## src/rtl/matrix_ctrl_pkg.sv

```systemverilog
// Shared definitions for the matrix operation controller:
// state encoding, opcode constants and instruction field layout.
package matrix_ctrl_pkg;

   localparam int DATA_W  = 200;
   localparam int MADDR_W = 8;

   localparam logic [2:0] OP_HALT   = 3'b111;
   localparam logic [2:0] OP_SCALAR = 3'b011;
   localparam logic [2:0] OP_UN_LO  = 3'b100;
   localparam logic [2:0] OP_UN_HI  = 3'b110;

   localparam int F_OP   = 0;
   localparam int F_A    = 3;
   localparam int F_B    = 11;
   localparam int F_DST  = 19;
   localparam int F_SIZE = 27;

   typedef enum logic [2:0] {
      S_IDLE,
      S_FETCH,
      S_DECODE,
      S_READ_A,
      S_READ_B,
      S_EXEC,
      S_WRITE,
      S_HALT
   } state_e;

   typedef struct packed {
      logic [2:0]         op;
      logic [MADDR_W-1:0] addr_a;
      logic [MADDR_W-1:0] addr_b;
      logic [MADDR_W-1:0] addr_dst;
      logic [1:0]         size;
   } instr_t;

   // Unary opcodes skip the second operand read.
   function automatic logic is_unary(input logic [2:0] op);
      return (op >= OP_UN_LO) && (op <= OP_UN_HI);
   endfunction

endpackage

```

## src/rtl/matrix_op_controller_decoder.sv

```systemverilog
// Instruction field extraction and opcode classification.
// Bits [31:29] of the instruction word carry no meaning.
module instr_decoder
   import matrix_ctrl_pkg::*;
(
   input  logic [31:0] instr_i,
   output instr_t      fields_o,
   output logic        halt_o,
   output logic        unary_o
);

   logic unused_hi;

   assign fields_o.op       = instr_i[F_OP +: 3];
   assign fields_o.addr_a   = instr_i[F_A +: MADDR_W];
   assign fields_o.addr_b   = instr_i[F_B +: MADDR_W];
   assign fields_o.addr_dst = instr_i[F_DST +: MADDR_W];
   assign fields_o.size     = instr_i[F_SIZE +: 2];
   assign halt_o            = (fields_o.op == OP_HALT);
   assign unary_o           = is_unary(fields_o.op);
   assign unused_hi         = ^instr_i[31:29];

endmodule

```

## src/rtl/matrix_op_controller.sv

```systemverilog
// Sequencer that fetches matrix instructions, reads operands,
// drives the execute stage and writes results back.
// Optional run statistics: define MATRIX_CTRL_PERF_EN.
module matrix_op_controller
   import matrix_ctrl_pkg::*;
#(
   parameter int EXEC_LAT = 2,
   parameter int PC_W     = 8
) (
   input  logic                clk,
   input  logic                reset,
   input  logic                start,
   input  logic [PC_W-1:0]     start_pc,
   output logic                busy,
   output logic                done,
   output logic [PC_W-1:0]     instr_addr,
   input  logic [31:0]         instr_data,
   output logic [MADDR_W-1:0]  mem_addr,
   input  logic [DATA_W-1:0]   mem_rdata,
   output logic                mem_we,
   output logic [DATA_W-1:0]   mem_wdata,
   output logic [2:0]          opcode,
   output logic [DATA_W-1:0]   operand_a,
   output logic [DATA_W-1:0]   operand_b,
   output logic [7:0]          matriz_size,
   input  logic [DATA_W-1:0]   result
`ifdef MATRIX_CTRL_PERF_EN
   ,
   output logic [15:0]         instr_count,
   output logic [31:0]         cycle_count
`endif
);

   localparam logic [3:0] LAT_M1 = 4'(EXEC_LAT - 1);
   localparam logic [PC_W-1:0] PC_ONE = {{(PC_W-1){1'b0}}, 1'b1};

   state_e              state_q, state_d;
   logic [PC_W-1:0]     pc_q, pc_d;
   instr_t              ir_q, ir_d;
   logic                unary_q, unary_d;
   logic [3:0]          cnt_q, cnt_d;
   logic [DATA_W-1:0]   a_q, b_q;
   logic                pend_a_q, pend_b_q;
   instr_t              dec;
   logic                dec_halt, dec_unary;

   instr_decoder u_dec (
      .instr_i  (instr_data),
      .fields_o (dec),
      .halt_o   (dec_halt),
      .unary_o  (dec_unary)
   );

   // State register.
   always_ff @(posedge clk or posedge reset) begin
      if (reset) state_q <= S_IDLE;
      else       state_q <= state_d;
   end

   // Next-state sequencing.
   always_comb begin
      state_d = state_q;
      unique case (state_q)
         S_IDLE:   if (start) state_d = S_FETCH;
         S_FETCH:  state_d = S_DECODE;
         S_DECODE: state_d = dec_halt ? S_HALT : S_READ_A;
         S_READ_A: state_d = unary_q ? S_EXEC : S_READ_B;
         S_READ_B: state_d = S_EXEC;
         S_EXEC:   if (cnt_q == 4'd0) state_d = S_WRITE;
         S_WRITE:  state_d = S_FETCH;
         S_HALT:   state_d = S_IDLE;
         default:  state_d = S_IDLE;
      endcase
   end

   // Next values for pc, instruction register and EXEC counter.
   always_comb begin
      pc_d    = pc_q;
      ir_d    = ir_q;
      unary_d = unary_q;
      cnt_d   = cnt_q;
      if (state_q == S_IDLE && start) pc_d = start_pc;
      if (state_q == S_WRITE) pc_d = pc_q + PC_ONE;
      if (state_q == S_DECODE) begin
         ir_d    = dec;
         unary_d = dec_unary;
      end
      if (state_q == S_EXEC) begin
         if (cnt_q != 4'd0) cnt_d = cnt_q - 4'd1;
      end else if (state_d == S_EXEC) begin
         cnt_d = LAT_M1;
      end
   end

   // Datapath registers; read data is captured the cycle after its address.
   always_ff @(posedge clk or posedge reset) begin
      if (reset) begin
         pc_q     <= '0;
         ir_q     <= '0;
         unary_q  <= 1'b0;
         cnt_q    <= '0;
         a_q      <= '0;
         b_q      <= '0;
         pend_a_q <= 1'b0;
         pend_b_q <= 1'b0;
      end else begin
         pc_q     <= pc_d;
         ir_q     <= ir_d;
         unary_q  <= unary_d;
         cnt_q    <= cnt_d;
         pend_a_q <= (state_q == S_READ_A);
         pend_b_q <= (state_q == S_READ_B);
         if (pend_a_q) a_q <= mem_rdata;
         if (state_q == S_DECODE) b_q <= '0;
         else if (pend_b_q)       b_q <= mem_rdata;
      end
   end

   // Output decode; the freshest operand comes straight from memory.
   always_comb begin
      busy        = (state_q != S_IDLE);
      done        = 1'b0;
      instr_addr  = '0;
      mem_addr    = '0;
      mem_we      = 1'b0;
      mem_wdata   = '0;
      opcode      = OP_HALT;
      operand_a   = '0;
      operand_b   = '0;
      matriz_size = '0;
      unique case (state_q)
         S_FETCH:  instr_addr = pc_q;
         S_READ_A: mem_addr = ir_q.addr_a;
         S_READ_B: mem_addr = ir_q.addr_b;
         S_EXEC: begin
            opcode      = ir_q.op;
            operand_a   = pend_a_q ? mem_rdata : a_q;
            operand_b   = pend_b_q ? mem_rdata : b_q;
            matriz_size = 8'(ir_q.size) + 8'd2;
         end
         S_WRITE: begin
            mem_we    = 1'b1;
            mem_addr  = ir_q.addr_dst;
            mem_wdata = result;
         end
         S_HALT:  done = 1'b1;
         default: ;
      endcase
   end

`ifdef MATRIX_CTRL_PERF_EN
   logic [15:0] icnt_q;
   logic [31:0] ccnt_q;

   // Saturating per-run instruction and busy-cycle counters.
   always_ff @(posedge clk or posedge reset) begin
      if (reset) begin
         icnt_q <= '0;
         ccnt_q <= '0;
      end else if (state_q == S_IDLE && start) begin
         icnt_q <= '0;
         ccnt_q <= '0;
      end else begin
         if (state_q == S_WRITE && icnt_q != '1) icnt_q <= icnt_q + 16'd1;
         if (state_q != S_IDLE && ccnt_q != '1) ccnt_q <= ccnt_q + 32'd1;
      end
   end

   assign instr_count = icnt_q;
   assign cycle_count = ccnt_q;
`endif

endmodule

```

## config.mk

```make
export PLATFORM = sky130hd
export DESIGN_NAME = matrix_op_controller
export DESIGN_NICKNAME = d
export VERILOG_FILES = /design/src/rtl/matrix_ctrl_pkg.sv /design/src/rtl/matrix_op_controller_decoder.sv /design/src/rtl/matrix_op_controller.sv
export SDC_FILE = /design/constraint.sdc
export NUM_CORES = 1
export LEC_CHECK = 0
export ABC_AREA = 1
export BUFFER_PORTS_ARGS = -buffer_cell sky130_fd_sc_hd__buf_2
export CORE_AREA = 10 10 412 414
export CTS_BUF_LIST = sky130_fd_sc_hd__clkbuf_8
export CTS_CLUSTER_SIZE = 28
export DETAILED_ROUTE_END_ITERATION = 6
export DIE_AREA = 0 0 422 424
export PLACE_DENSITY = 0.3
export SLEW_MARGIN = 20
export SYNTH_ARGS = -nofsm -noshare
export SYNTH_HDL_FRONTEND = slang
export SYNTH_SLANG_ARGS = --single-unit
```

## constraint.sdc

```tcl
create_clock -name clk -period 18.1 [get_ports clk]
set_input_delay 2.715 -clock clk [delete_from_list [all_inputs] [get_ports clk]]
set_output_delay 2.715 -clock clk [all_outputs]
set_load 0.01 [all_outputs]
```

==> results.json <==
{
  "crit_family": "buffers and inverters",
  "ys_types": 32,
  "area_delta_synth_final_pct": 40.59,
  "finalPower_w": 0.004823,
  "clock_latency_ns": 0.78,
  "cp.required_ns": 15.39,
  "cp-start-kind": "flip-flop",
  "crit_path_end_kind": "output port",
  "ys_top_cells_by_area": "dfrtp_1 50%, nor2_1 14%, inv_1 10%",
  "numCtsBuffers": 96,
  "fmax_mhz": 144.8,
  "path_cells": "nor2_8, inv_8, buf_12, buf_4, nor2_1, buf_2",
  "grt_pass1_vias": 23300,
  "drive_gt1_share_pct": 29.70,
  "coreArea_um2": 161700,
  "ys_warn_count": 0,
  "final-setup-viol-count": 0,
  "seq_area_frac_synth_pct": 50.16,
  "grt_usage_pct": 12.60,
  "htreeDepth": 3,
  "period_share_pct": 38.17,
  "min_period_ns": 6.908,
  "wl_per_cell_um": 18.59,
  "drv_slew": 0,
  "synth_area_um2": 22300,
  "die_w_um": 422,
  "critical_path_arrival_ns": 4.19,
  "synth_top_cell_by_area": "dfrtp_1",
  "clk_pin_slew_ns": 0.06,
  "p_leak_nw": 17.72,
  "dieHeight_um": 424,
  "gp_congestion": 0.8392,
  "yosysMostFrequentCell": "nor2_1",
  "wl_mm": 118.1,
  "synth_flop_cell": "dfrtp_1",
  "grt_max_degree": 153,
  "syn_inst": 3089,
  "numPlacedInstances": 6167,
  "min_path_type": "flip-flop to flip-flop",
  "synth-edff-count": 0,
  "clockBufferDepth": 3,
  "first_iter_violations": 971,
  "p_int_w": 0.002715,
  "synth_seq_cells": 447,
  "drt.antenna.violating_nets": 0,
  "portBuffers": 1064,
  "avgSynthCellArea_um2": 7.219,
  "vias": 22460,
  "crit_fanout": 152,
  "synth_common_cells": "824 x nor2_1, 623 x inv_1, 535 x nand2_1",
  "peakVddDrop_mv": 0.06095,
  "dieArea_um2": 178900,
  "rsz0062_at_grt": "no",
  "first_pass_iters": 4,
  "p_per_area_nw_per_um2": 153.8,
  "overflow": 0,
  "cts_sinks": 447,
  "fin_skew_ns": 0.03995,
  "cts_resized": 0,
  "finalSetupTns_ns": 0,
  "worst_slew_margin_rel_pct": 37.35,
  "io-pin-count": 1073,
  "crit_buf_inv": 4,
  "antenna_found_initial": 59,
  "drv_cap": 0,
  "row_count": 148,
  "nNetsFinal": 4536,
  "switchingPower_w": 0.002108,
  "finalNonFillerCells": 6351,
  "tightest_slew_ns": 0.9398,
  "cpMaxStageDelayCell": "buf_4",
  "hold_viol": 0,
  "cts_setup_buffers": 0,
  "combPwrFrac_pct": 42.5,
  "slowest_delay_ns": 0.81,
  "cts_tree": "built",
  "ctsHoldBuffers": 0,
  "crit_type": "flip-flop to output port",
  "outcome": "finished, final reports clean",
  "seqPwrFrac_pct": 33.9,
  "drc": 0,
  "dpl.hpwl_mm": 89.04,
  "pwr-share-clk_pct": 23.6,
  "initial_utilization_pct": 13.79,
  "grt_pass1_wl_mm": 167.0,
  "cts-root-buf": "clkbuf_8",
  "synth.top_cell.area_share_pct": 50.16,
  "synthArstFlopShare_pct": 100.0,
  "power.share.switching_pct": 43.71,
  "drt-vias-per-instance": 3.536,
  "num-fill-cells": 18830
}
-- final timing paths --
check                      cells after the start        from  slack, ns            end
min in group asynchronous                      2       reset       2.13        a_q[64]
min                                            2    ir_q[18]       0.47       ir_q[18]
max                                            6  state_q[1]      11.19  operand_b[84]
max reg2reg                                    5    pend_b_q      14.93         b_q[3]
max in group asynchronous                      5       reset      13.09       a_q[149]
min reg2reg                                    2    ir_q[18]       0.47       ir_q[18]
-- cell families after synthesis --
kind of cell	after synthesis	share of synthesized area [%]
simple gates	1396	23.96
other cells	1	0.01682
flops	447	50.16
xor+xnor	1	0.03928
compound gates	424	9.611
buf+inv	817	16.04
fa+ha+maj	3	0.1683
-- power groups by stage --
stage	Sequential, W	Combinational, W	Clock [W]
6_report	0.00164	0.00205	0.00114
5_1_grt	0.00169	0.00236	0.00125
4_1_cts	0.00164	0.00214	0.00121
3_5_place_dp	0.00166	0.00214	0
3_3_place_gp	0.00165	0.00213	0
2_1_floorplan	0.00160	0.00139	0
-- sequential cells by signal (all words and copies together), names as in the netlist --
name / flops
b_q: 200
ir_q: 29
cnt_q: 4
pc_q: 8
pend_a_q: 1
pend_b_q: 1
unary_q: 1
state_q: 3
a_q: 200
-- stage by stage --
step | setup slack, ns | util (%) | instance area (µm²) | hold WS, ns
global route | 10.74 | 19.39 | 31350 | 0.4872
detailed placement | 11.41 | 18.17 | 29380 | 0.4657
finish | 11.19 | 19.39 | 31350 | 0.4743
CTS | 10.84 | 19.37 | 31310 | 0.4800
global placement | 11.39 | 18.17 | 29380 | 0.4626
floorplan | 2.928 | - | 22320 | 0.4412
-- metal layers --
layer	part of all wire (%)	up-vias	global-route usage [%]	wire (µm)
li1	-	11060	-	-
met1	36	10360	12.60	42060
met2	54	778	23.82	63220
met3	6.5	245	3.781	7654
met4	4.3	18	5.690	5038
met5	0.11	-	0	125
-- layout by cell type (no fill, tap or decap), types with 3 or more instances in the layout --
cell type and n:
nand3_2 4, dfrtp_1 445, clkbuf_8 119, inv_8 3, diode_2 15, nand4_1 4, buf_4 21, nor2_1 824
clkinv_2 4, buf_2 1064, inv_1 660, ha_1 3, conb_1 5, a21oi_1 5, nand3_1 19, o21ai_0 410
nand2_1 535
-- layout make-up --
type                            instances  area, µm²  share of cell area (%)
Clock buffer                          119       1638                   5.224
Multi-Input combinational cell       1829       7560                   24.11
Timing Repair Buffer                 1087       5523                   17.62
Antenna cell                           15      37.54                  0.1197
Inverter                              629       2384                   7.603
Sequential cell                       447      11190                   35.70
Clock inverter                         50      295.3                  0.9419
Tap cell                             2175       2721                   8.680
-- worst min-delay path: stages (launching register included) --
cell     delay [ns]
dfrtp_1        0.33
nand2_1        0.05
nand2_1        0.06
Power figures use the tool's default switching activity.
